==> config.mk <==
export PLATFORM = sky130hd
export DESIGN_NAME = msfsm_event_to_level
export DESIGN_NICKNAME = d
export VERILOG_FILES = /design/src/rtl/msfsm_event_to_level.sv
export SDC_FILE = /design/constraint.sdc
export NUM_CORES = 1
export LEC_CHECK = 0
export CAP_MARGIN = 0
export CELL_PAD_IN_SITES_DETAIL_PLACEMENT = 1
export CELL_PAD_IN_SITES_GLOBAL_PLACEMENT = 2
export CORE_UTILIZATION = 34
export CTS_CLUSTER_DIAMETER = 200
export DETAILED_ROUTE_END_ITERATION = 10
export PLACE_DENSITY = 0.79
export SLEW_MARGIN = 20
export SYNTH_ARGS = -nofsm -noshare
export SYNTH_HDL_FRONTEND = slang
export SYNTH_SLANG_ARGS = --single-unit
==> constraint.sdc <==
create_clock -name clk -period 2.4 [get_ports clk]
set_input_delay 0.72 -clock clk [delete_from_list [all_inputs] [get_ports clk]]
set_output_delay 0.72 -clock clk [all_outputs]
set_load 0.1 [all_outputs]
==> src/rtl/msfsm_event_to_level.sv <==
// Event-to-level output stage: request events drive four-phase Ro levels; async acks return as events.
// Latency: request event to Ro 1 cycle, Ao change to Ao event SYNC_STAGES+1 cycles; no backpressure.
module msfsm_event_to_level #(
    parameter int SYNC_STAGES = 2,
    parameter int CNT_WIDTH   = 8
) (
    input  logic                 clk,
    input  logic                 reset,
    input  logic                 Ro1_PLUS,
    input  logic                 Ro1_MINUS,
    input  logic                 Ro2_PLUS,
    input  logic                 Ro2_MINUS,
    input  logic                 Ao1,
    input  logic                 Ao2,
    output logic                 Ro1,
    output logic                 Ro2,
    output logic                 Ao1_PLUS,
    output logic                 Ao1_MINUS,
    output logic                 Ao2_PLUS,
    output logic                 Ao2_MINUS,
    output logic                 err1,
    output logic                 err2,
    output logic [CNT_WIDTH-1:0] cnt1,
    output logic [CNT_WIDTH-1:0] cnt2
);

    localparam logic [1:0] LOW  = 2'd0;
    localparam logic [1:0] RISE = 2'd1;
    localparam logic [1:0] HIGH = 2'd2;
    localparam logic [1:0] FALL = 2'd3;

    logic [1:0] w_rp;
    logic [1:0] w_rm;
    logic [1:0] w_ao;

    logic [SYNC_STAGES-1:0] r_sync [2];
    logic [1:0]             r_ad;
    logic [1:0]             r_ap;
    logic [1:0]             r_am;
    logic [1:0]             r_state [2];
    logic [1:0]             r_ro;
    logic [1:0]             r_err;
    logic [CNT_WIDTH-1:0]   r_cnt [2];

    logic [1:0] w_next [2];
    logic [1:0] w_err_ev;
    logic [1:0] w_done;

    assign w_rp = {Ro2_PLUS, Ro1_PLUS};
    assign w_rm = {Ro2_MINUS, Ro1_MINUS};
    assign w_ao = {Ao2, Ao1};

    // Only one event can be legal in any given state, so at most one transition fires;
    // every other event present in the same cycle is a protocol error.
    always_comb begin
        for (int ch = 0; ch < 2; ch++) begin
            w_next[ch]   = r_state[ch];
            w_err_ev[ch] = 1'b0;
            w_done[ch]   = 1'b0;

            if (w_rp[ch] && w_rm[ch]) begin
                w_err_ev[ch] = 1'b1;
            end else if (w_rp[ch]) begin
                if (r_state[ch] == LOW) w_next[ch] = RISE;
                else                    w_err_ev[ch] = 1'b1;
            end else if (w_rm[ch]) begin
                if (r_state[ch] == HIGH) w_next[ch] = FALL;
                else                     w_err_ev[ch] = 1'b1;
            end

            if (r_ap[ch]) begin
                if (r_state[ch] == RISE) w_next[ch] = HIGH;
                else                     w_err_ev[ch] = 1'b1;
            end
            if (r_am[ch]) begin
                if (r_state[ch] == FALL) begin
                    w_next[ch] = LOW;
                    w_done[ch] = 1'b1;
                end else begin
                    w_err_ev[ch] = 1'b1;
                end
            end
        end
    end

    always_ff @(posedge clk) begin
        if (reset) begin
            for (int ch = 0; ch < 2; ch++) begin
                r_sync[ch]  <= '0;
                r_state[ch] <= LOW;
                r_cnt[ch]   <= '0;
            end
            r_ad  <= '0;
            r_ap  <= '0;
            r_am  <= '0;
            r_ro  <= '0;
            r_err <= '0;
        end else begin
            for (int ch = 0; ch < 2; ch++) begin
                r_sync[ch]  <= {r_sync[ch][SYNC_STAGES-2:0], w_ao[ch]};
                r_ad[ch]    <= r_sync[ch][SYNC_STAGES-1];
                r_ap[ch]    <= r_sync[ch][SYNC_STAGES-1] & ~r_ad[ch];
                r_am[ch]    <= ~r_sync[ch][SYNC_STAGES-1] & r_ad[ch];
                r_state[ch] <= w_next[ch];
                r_ro[ch]    <= (w_next[ch] == RISE) || (w_next[ch] == HIGH);
                r_err[ch]   <= r_err[ch] | w_err_ev[ch];
                if (w_done[ch]) r_cnt[ch] <= r_cnt[ch] + CNT_WIDTH'(1);
            end
        end
    end

    assign Ro1       = r_ro[0];
    assign Ro2       = r_ro[1];
    assign Ao1_PLUS  = r_ap[0];
    assign Ao1_MINUS = r_am[0];
    assign Ao2_PLUS  = r_ap[1];
    assign Ao2_MINUS = r_am[1];
    assign err1      = r_err[0];
    assign err2      = r_err[1];
    assign cnt1      = r_cnt[0];
    assign cnt2      = r_cnt[1];

endmodule

-- Yosys cells after proc, flatten, opt, wreduce, memory -nomap -nowiden
Memory sizes are Yosys's and may differ from the RTL's.
Index checks and enable logic that the tools add are counted.
- equality and inequality tests: 10
- reduce and logical (&&, ||, !) cells: 6
- mux-type cells: 55
- bitwise logic cells: 16
- $add $sub $neg: 2
- operator list (kind ; number):
    two-way mux 2 bit ; 22
    two-way mux 1 bit ; 31
    adder 8 x 1 -> 8 bit, second input constant ; 2
    two-way mux 8 bit ; 2
    == test 2 bit, second input constant ; 6
    == test 2 x 1 -> 1 bit, second input constant ; 4
    bitwise OR 1 bit ; 8
    bitwise AND 1 bit ; 4
    zero test 2 bit ; 2
    inverter 1 bit ; 4
    logical AND 1 bit ; 2
    logical OR 1 bit ; 2
- bits in writable memories: 24
- word-level logic and storage cells: 97
- memories: 3
- flip-flop bits (word level): 10
- bits of input ports: 8
- memories (memory ; words ; bits a word ; read ports ; clocked after Yosys merged registers in ; wr ports ; line ; text):
    r_cnt ; 2 ; 8 ; 2 ; 0 ; 2 ; 43 ; logic [CNT_WIDTH-1:0] r_cnt [2];
    r_state ; 2 ; 2 ; 2 ; 0 ; 2 ; 40 ; logic [1:0] r_state [2];
    r_sync ; 2 ; 2 ; 2 ; 0 ; 2 ; 36 ; logic [SYNC_STAGES-1:0] r_sync [2];

-- Longest topological paths before layout
- word-level depth: 11
- mapped depth: 5
- gate-level depth less buffers: 5

-- Least setup slack after synthesis
OpenSTA, ideal clock, no wires.
- kind: register -> register
- from: memory r_cnt[1][0], in the netlist r_cnt[0][8]
- to: memory r_cnt[1][6], in the netlist r_cnt[0][14] (data pin)
- arrival time: 1.896 ns
- path slack: 0.358 ns
- cell stages (with the launch flop): 5
- clock period less this slack: 2.042 ns
- cell sequence: edfxtp_1 -> ha_1 -> nand3_1 -> or3_1 -> a21oi_1
- RTL lines (what ; line):
    start: declaration ; 43

==> run metrics <==
WHS=0.407 ns; Synth Warn #=0; arrival time worst endpoint=1.06 ns; critical path peak fanout=5; Design Power=0.00127 W; worst slew pin tran=0.385 ns; Hold/Removal Path Class=reg -> reg; DRC=0; crit-path max cell delay=0.44 ns; initial antenna violation count=0; count of buffers from port buffering=31; EDFF count, synth=16; Net Sw Frac=0.302; Seq/Total Area, Yosys=0.541; largest net degree at the start of global routing=17; #FFs+latches synth=34; post-route ant nets=0; Fillers=496; final setup fails=0; slowest CP cell=edfxtp_1; combinational group share of total power=0.172; CTS tree=built; clk buf depth=2; site row count=24; Clk pwr share=0.313; Final Critical Period=1.78 ns; Die H=69.6 um; worst vdd ir=0.336 mV; per-cell routed wire length=13.1 um; Mapped Cells=139; Cell Pwr Density=663 nW/um^2; area delta synth->final=23.1%; top-area cell type share of the netlist area=0.309; Final period util=0.741; routed wire length=2.97 mm; Vias/cell=4.76; leading area contributor after synthesis=edfxtp_1; Max-Cap Viols=0; leakage=0.721 nW; most common flop cell mapped by yosys=dfxtp_1; Final Hold Fails=0; Final #Nets=183; Clock Skew=0.00567 ns; CP Buf/Inv Count=1; FMAX=0.562 GHz; sw power=0.000383 W; core area=4380 um^2; Int Power=0.000884 W; Skew-Pair Late Insertion Delay=0.29 ns; synthesized area=1550 um^2; Post-CTS Setup Inserts=0; clock sinks=34; Reg power frac=0.515; GRT overflow=0; total CTS buffers=5; Area contributors post-synth=edfxtp_1, dfxtp_1, xnor2_1; first-pass GRT wire length=5.20 mm; Post-synth ARST share=0; Reg clk slew, reported paths=0.06 ns; CTS root buffer=clkbuf_8; Yosys cell types=35; number of H-tree levels=2; hpwl dp=2.24 mm; worst path required time=1.68 ns; max-slew violation count=0; CP endpoint kind=output pin; status=complete, no violations; mean area per synthesized cell=11.2 um^2; RSZ-0062 raised after global routing=false; family with the most delay on the worst path=flip-flops; critical path startpoint category=flip-flop; Final Core Density=0.436; drt initial violations=31; Starting Density=0.354; ant diodes=0; via count=1,076; critical path type=reg -> out; Die X=69.6 um; Cell Chain, Critical Path=buf_4; # resized after CTS=0; total global-route track usage=0.141; Initial DRT Pass Iterations=4; GPL Wtd Cong=0.722; layout cell share with drive strength beyond 1=0.259; Post-CTS Hold Buffers=0; most frequent cells after synthesis=dfxtp_1, edfxtp_1, nor2_1; Slew headroom=0.740; syn_nets=149; number of global-route vias before repair=1,131; top-count cell post-synth=dfxtp_1; Ports=32; Die ar.=4840 um^2; TNS Setup=0 ns
## cell usage in the layout, fill, tap and decap left out, types with 5 or more instances in the layout
master	n
buf_4	25
dfxtp_1	18
edfxtp_1	16
nor2_1	13
nor2b_1	9
nand2_1	8
a21oi_1	8
xnor2_1	7
clkdlybuf4s50_1	7
nand3_1	6
nor2_4	5
nor2_2	5
clkbuf_8	5
## state kept, by name, indices dropped and copies added, names as in the netlist
| signal | flops |
|---|---|
| r_ro | 2 |
| r_ad | 2 |
| r_cnt | 16 |
| r_state | 4 |
| r_sync | 4 |
| r_err | 2 |
| r_ap | 2 |
| r_am | 2 |
## worst paths after layout
path,slack (ns),start,cells past startpoint,end
hold reg to reg,0.41,r_ad[0]$_SDFF_PP0_,1,r_ap[0]$_SDFF_PP0_
setup / recovery,0.62,r_cnt[0][0]$_SDFFCE_PN0P_,1,cnt1[0]
hold / removal,0.41,r_ad[0]$_SDFF_PP0_,1,r_ap[0]$_SDFF_PP0_
setup reg to reg,0.96,r_cnt[0][8]$_SDFFCE_PN0P_,4,r_cnt[0][14]$_SDFFCE_PN0P_
## metal layers
layer  part of all wire  vias to the layer above  track usage
met5                  0                        -            0
met2               0.49                       23        0.234
met1               0.44                      498        0.158
li1                   -                      549            -
met4              0.021                        0       0.0612
met3              0.051                        6       0.0567
## power by group through the flow
stage / Sequential (W) / Clock, W / Combinational [W]
detailed placement: 0.000666 / 0 / 0.000220
floorplan: 0.000781 / 0 / 0.0000488
global placement: 0.000664 / 0 / 0.000217
global route: 0.000657 / 0.000441 / 0.000229
CTS: 0.000653 / 0.000419 / 0.000221
finish: 0.000653 / 0.000397 / 0.000218
## final cells by class
type                    count  area (um^2)  area share
repair buffers             32          258       0.135
well taps                  52         65.1      0.0340
inverters                   2         7.51     0.00393
clock buffers               6         72.6      0.0380
clock inverters             2         8.76     0.00458
flip-flops and latches     34          841       0.440
multi-input cells          98          659       0.345
## metrics by stage
step	setup WS [ns]	std cells	cell area, um^2
floorplan	0.358	139	1550
global placement	0.451	218	1830
detailed placement	0.373	218	1830
CTS	0.604	226	1910
global route	0.559	226	1910
finish	0.622	226	1910
## kinds of logic after synthesis
logic type | after synthesis | synth area share
buffers and inverters | 7 | 0.0338
AO/OA/AOI/OAI | 20 | 0.0894
AND/OR/NAND/NOR | 62 | 0.236
multiplexers | 3 | 0.0210
XOR/XNOR | 11 | 0.0620
adder cells (fa/ha/maj) | 2 | 0.0161
flip-flops | 34 | 0.542
Power figures use the tool's default switching activity.
==> patch 1: new RTL, same settings <==
Register the inputs `Ro1_PLUS`, `Ro1_MINUS`, `Ro2_PLUS`, `Ro2_MINUS`, `Ao1` and `Ao2` before use, without a reset. The logic sees them one clock later.
--- a/src/rtl/msfsm_event_to_level.sv
+++ b/src/rtl/msfsm_event_to_level.sv
@@ -30,4 +30,20 @@
     localparam logic [1:0] FALL = 2'd3;
 
+    logic Ro1_PLUS_q;
+    logic Ro1_MINUS_q;
+    logic Ro2_PLUS_q;
+    logic Ro2_MINUS_q;
+    logic Ao1_q;
+    logic Ao2_q;
+
+    always_ff @(posedge clk) begin
+        Ro1_PLUS_q  <= Ro1_PLUS;
+        Ro1_MINUS_q <= Ro1_MINUS;
+        Ro2_PLUS_q  <= Ro2_PLUS;
+        Ro2_MINUS_q <= Ro2_MINUS;
+        Ao1_q       <= Ao1;
+        Ao2_q       <= Ao2;
+    end
+
     logic [1:0] w_rp;
     logic [1:0] w_rm;
@@ -47,7 +63,7 @@
     logic [1:0] w_done;
 
-    assign w_rp = {Ro2_PLUS, Ro1_PLUS};
-    assign w_rm = {Ro2_MINUS, Ro1_MINUS};
-    assign w_ao = {Ao2, Ao1};
+    assign w_rp = {Ro2_PLUS_q, Ro1_PLUS_q};
+    assign w_rm = {Ro2_MINUS_q, Ro1_MINUS_q};
+    assign w_ao = {Ao2_q, Ao1_q};
 
     // Only one event can be legal in any given state, so at most one transition fires;
Function: changed (Yosys sat finds a counterexample within 4 cycles, from zero or initial values and one cycle with reset high).
==> patch 1 against the unedited design <==
Die area grew 6.5%. Cell area grew 7.2%. Hold slack gained 0.0060 ns. Total power grew 16%. Utilization grew 0.073 points. Critical path depth is the same. Global-route usage shrank 0.25 points. Via count grew 6.7%. Critical path type unchanged. Non-clock buffer count is the same. Sequential cell count grew 6. Synthesized area grew 6.7%. Critical endpoint is now cnt2[2]. Worst setup slack lost 0.0056 ns. Wire length grew 5.3%.
==> patch 1: results (changes against the unedited design) <==
Run status
  • Status: complete, no violations

Pwr
  • Peak VDD IR: 376 µV (+12%)
  • Comb group: 0.219 mW
  • Net switching power: 0.409 mW (+6.9%)
  • Reg power frac: 0.520 (+0.005)
  • Cell leakage power: 0.773 nW (+7.3%)
  • Clock power frac: 0.331 (+0.018)

Critical path
  • Crit Path Max Fanout: 5 (unchanged)
  • CP top delay family: flip-flops
  • Slowest stage delay, CP: 0.45 ns
  • Max stage delay cell, worst path: edfxtp_1
  • CP Data Arrival Time: 1.06 ns (about the same)

Detailed routing
  • Wire per inst: 13.3 µm (+1.3%)
  • Drt first-iter violations: 53 (+71%)
  • 1st-pass router iterations: 4 (unchanged)
  • Routed vias/inst: 4.89 (+2.6%)

GRT
  • Vias in the first global route: 1,183 (+4.6%)
  • Antenna violations before repair: 0 (unchanged)
  • Global-route wire length before repair: 5.51 mm (+6.1%)
  • Largest net degree at the start of global routing: 17 (unchanged)
  • GRT Overall Usage: 0.138 (-0.00249)

Yosys
  • Synth unique cells: 36 (+2.9%)
  • Yosys warns: 0 (unchanged)
  • Register area share after synthesis: 0.580 (+0.0386)
  • Top FF cell, synth: dfxtp_1
  • Asr flop ratio synth: 0 (unchanged)
  • Synth area leaders: dfxtp_1, edfxtp_1, nor2_4, xor2_1, nor2b_1
  • Post-synth EDFFs: 16 (unchanged)
  • Post-Syn Nets: 155 (+4.0%)
  • Synth cell count leaders: dfxtp_1, edfxtp_1, nor2_1

Cells and area
  • Fillers: 510 (+2.8%)
  • Antenna cell count: 0 (unchanged)
  • Biggest regs: r_cnt (16), r_state (4), r_sync (4)
  • Layout cell share with drive strength beyond 1: 0.260 (+0.00105)
  • Fin nets: 190 (+3.8%)

Placed design
  • # port buffers: 31 (unchanged)
  • Pre-CTS setup slack: 0.331 ns (-0.0418 ns)
  • Placer's final routability congestion estimate: 0.723 (about the same)
  • DP Wirelength: 2.35 mm (+5.0%)

Clock network
  • CTS resizes: 0 (unchanged)
  • CTS Root Cell: clkbuf_8
  • Total setup buffers inserted after CTS: 0 (unchanged)
  • Clock buffer depth: 2 (unchanged)
  • Clk slew on worst S/H paths: 0.08 ns (+0.02 ns)
  • Max H-tree Level: 2 (unchanged)
  • Worst skew pair latency: 0.28 ns
  • Num CTS Buffers: 5 (unchanged)

Hold path
  • Worst min path class: flop to flop

STA
  • Layout Skew: 0.00883 ns (+0.00317 ns)
  • Measured slew at the worst slew-check pin: 0.462 ns (+0.0773 ns)
## patch 1: cell types whose count changed in the layout (fill, tap and decap cells not counted), sizes merged, moves of 2 or more
cell | before | now
xor2 | 4 | 6
a31oi | 0 | 2
nand3 | 7 | 9
dfxtp | 18 | 24
nor3 | 1 | 3
nor2 | 23 | 21
a211oi | 3 | 1
xnor2 | 7 | 5
inv | 2 | 4
## patch 1: area by class of cell
type | count | area [µm²] | share of cell area
Sequential cell | 40 | 961 | 0.469
Multi-Input combinational cell | 97 | 646 | 0.315
Timing Repair Buffer | 32 | 258 | 0.126
Clock buffer | 7 | 97.6 | 0.0476
Tap cell | 54 | 67.6 | 0.0330
Inverter | 4 | 15.0 | 0.00733
Clock inverter | 1 | 5.00 | 0.00244
## patch 1: per-layer routing
metal / track usage / part of all wire
met2: 0.223 / 0.48
met3: 0.0422 / 0.034
met1: 0.177 / 0.48
met4: 0.0458 / 0.0080
met5: 0 / 0
## patch 1: final timing paths
path	slack, ns	from	end	cells after the start
max	0.62	r_cnt[0][10]	cnt2[2]	1
min	0.41	r_ad[1]	r_ap[1]	1
max reg2reg	0.98	r_state[0][2]	r_cnt[0][15]	2
min reg2reg	0.41	r_ad[1]	r_ap[1]	1
## patch 1: logic make-up (layout without fill, tap and decap cells)
logic type	Yosys count	in the layout	synth area share
compound gates	21	21	0.0831
fa+ha+maj	2	2	0.0151
mux	2	2	0.0128
flops	40	40	0.580
buf+inv	8	44	0.0302
xor+xnor	11	11	0.0582
simple gates	61	61	0.221
## patch 1: through the flow
step / area, µm² / cells / hold slack [ns]
detailed placement: 1950 / 227 / 0.406
global placement: 1950 / 227 / 0.390
finish: 2050 / 235 / 0.413
global route: 2050 / 235 / 0.424
floorplan: 1660 / 145 / 0.383
CTS: 2050 / 235 / 0.419
==> patch 2: new RTL, same settings <==
Made on the original files. Set the parameter `CNT_WIDTH` to 12 (it was 8).
--- a/src/rtl/msfsm_event_to_level.sv
+++ b/src/rtl/msfsm_event_to_level.sv
@@ -3,5 +3,5 @@
 module msfsm_event_to_level #(
     parameter int SYNC_STAGES = 2,
-    parameter int CNT_WIDTH   = 8
+    parameter int CNT_WIDTH   = 12
 ) (
     input  logic                 clk,
Ports: changed (resized cnt1 and cnt2); port bits go from 32 to 40. The function was not compared with the original's and may differ.
==> patch 2 against the unedited design <==
Synthesized area increased by 34%. Sequential share of layout area decreased by 1.8 points. Sequential cell count increased by 8. Register-to-register slack got worse by 0.12 ns. Combinational power increased by 27%. Cell area increased by 34%. Total power increased by 20%. Sequential power increased by 26%. Wire length increased by 35%. Via count increased by 37%. Hold slack improved by 0.0034 ns. Fmax decreased by 3.2%. Worst setup slack got worse by 0.059 ns. Largest power group unchanged.
==> patch 2: results (changes against the unedited design) <==
Critical path
  • Crit Path Max Fanout: 6 (+1)
  • End of the critical path: cnt2[2]
  • CP Data Arrival Time: 1.12 ns (+0.06 ns)
  • RR Startpoint: r_cnt[0][0]
  • Reg2Reg Depth: 5 (+1)

Cells and area
  • Buffers outside the clock class: 44 (+38%)
  • Clk tree area frac: 0.0312 (-0.0113)
  • Count of non-CTS inverters in the layout: 4 (+2)
  • Layout cell share with drive strength beyond 1: 0.310 (+0.0514)

STA
  • Measured slew at the worst slew-check pin: 0.481 ns (+0.0962 ns)
  • Layout Skew: 0.00343 ns (-0.00224 ns)

Placed design
  • Placement Cell Area: 2480 µm² (+36%)
  • DP Wirelength: 2.95 mm (+32%)
  • Placer's final routability congestion estimate: 0.690 (-4.5%)

GRT
  • Global-route wire length before repair: 6.84 mm (+32%)
  • Largest net degree at the start of global routing: 15 (-2)
  • GRT Overall Usage: 0.138 (-0.00233)

Yosys
  • Top FF cell, synth: edfxtp_1
  • Synth Area in Compound Gates: 0.0883 (-0.00110)
  • Synth cell count leaders: edfxtp_1, dfxtp_1, nand2_1, nor2_4
  • Multiplexer area fraction after synthesis: 0.0102 (-0.0107)

Run status
  • Status: complete, no violations

Hold path
  • Endpoint, Worst Hold: r_ap[1]

Pwr
  • Cell leakage power: 0.892 nW (+24%)
  • Peak VDD IR: 365 µV (+8.6%)
==> patch 2: changes by cell type in the layout (fill, tap and decap cells not counted), sizes merged, moves of 5 or more <==
| cell | unedited run | this run |
|---|---|---|
| a21oi | 8 | 13 |
| buf | 25 | 37 |
| edfxtp | 16 | 24 |
| nand2 | 8 | 13 |
| nor3 | 1 | 8 |
| o21ai | 3 | 8 |
==> patch 2: metal layers <==
metal  vias to the layer above  track usage  part of all wire
met5                         -            0                 0
met4                         0       0.0482            0.0072
met3                         2       0.0284             0.032
met2                        22        0.232              0.49
met1                       717        0.176              0.47
li1                        738            -                 -
==> patch 2: per-stage QoR <==
step                       util  total power, mW  instances
final                     0.433             1.52        304
after detailed placement  0.420             1.12        296
after global placement    0.420             1.11        296
after floorplan               -             1.04        182
after CTS                 0.433             1.54        304
after global routing      0.433             1.58        304
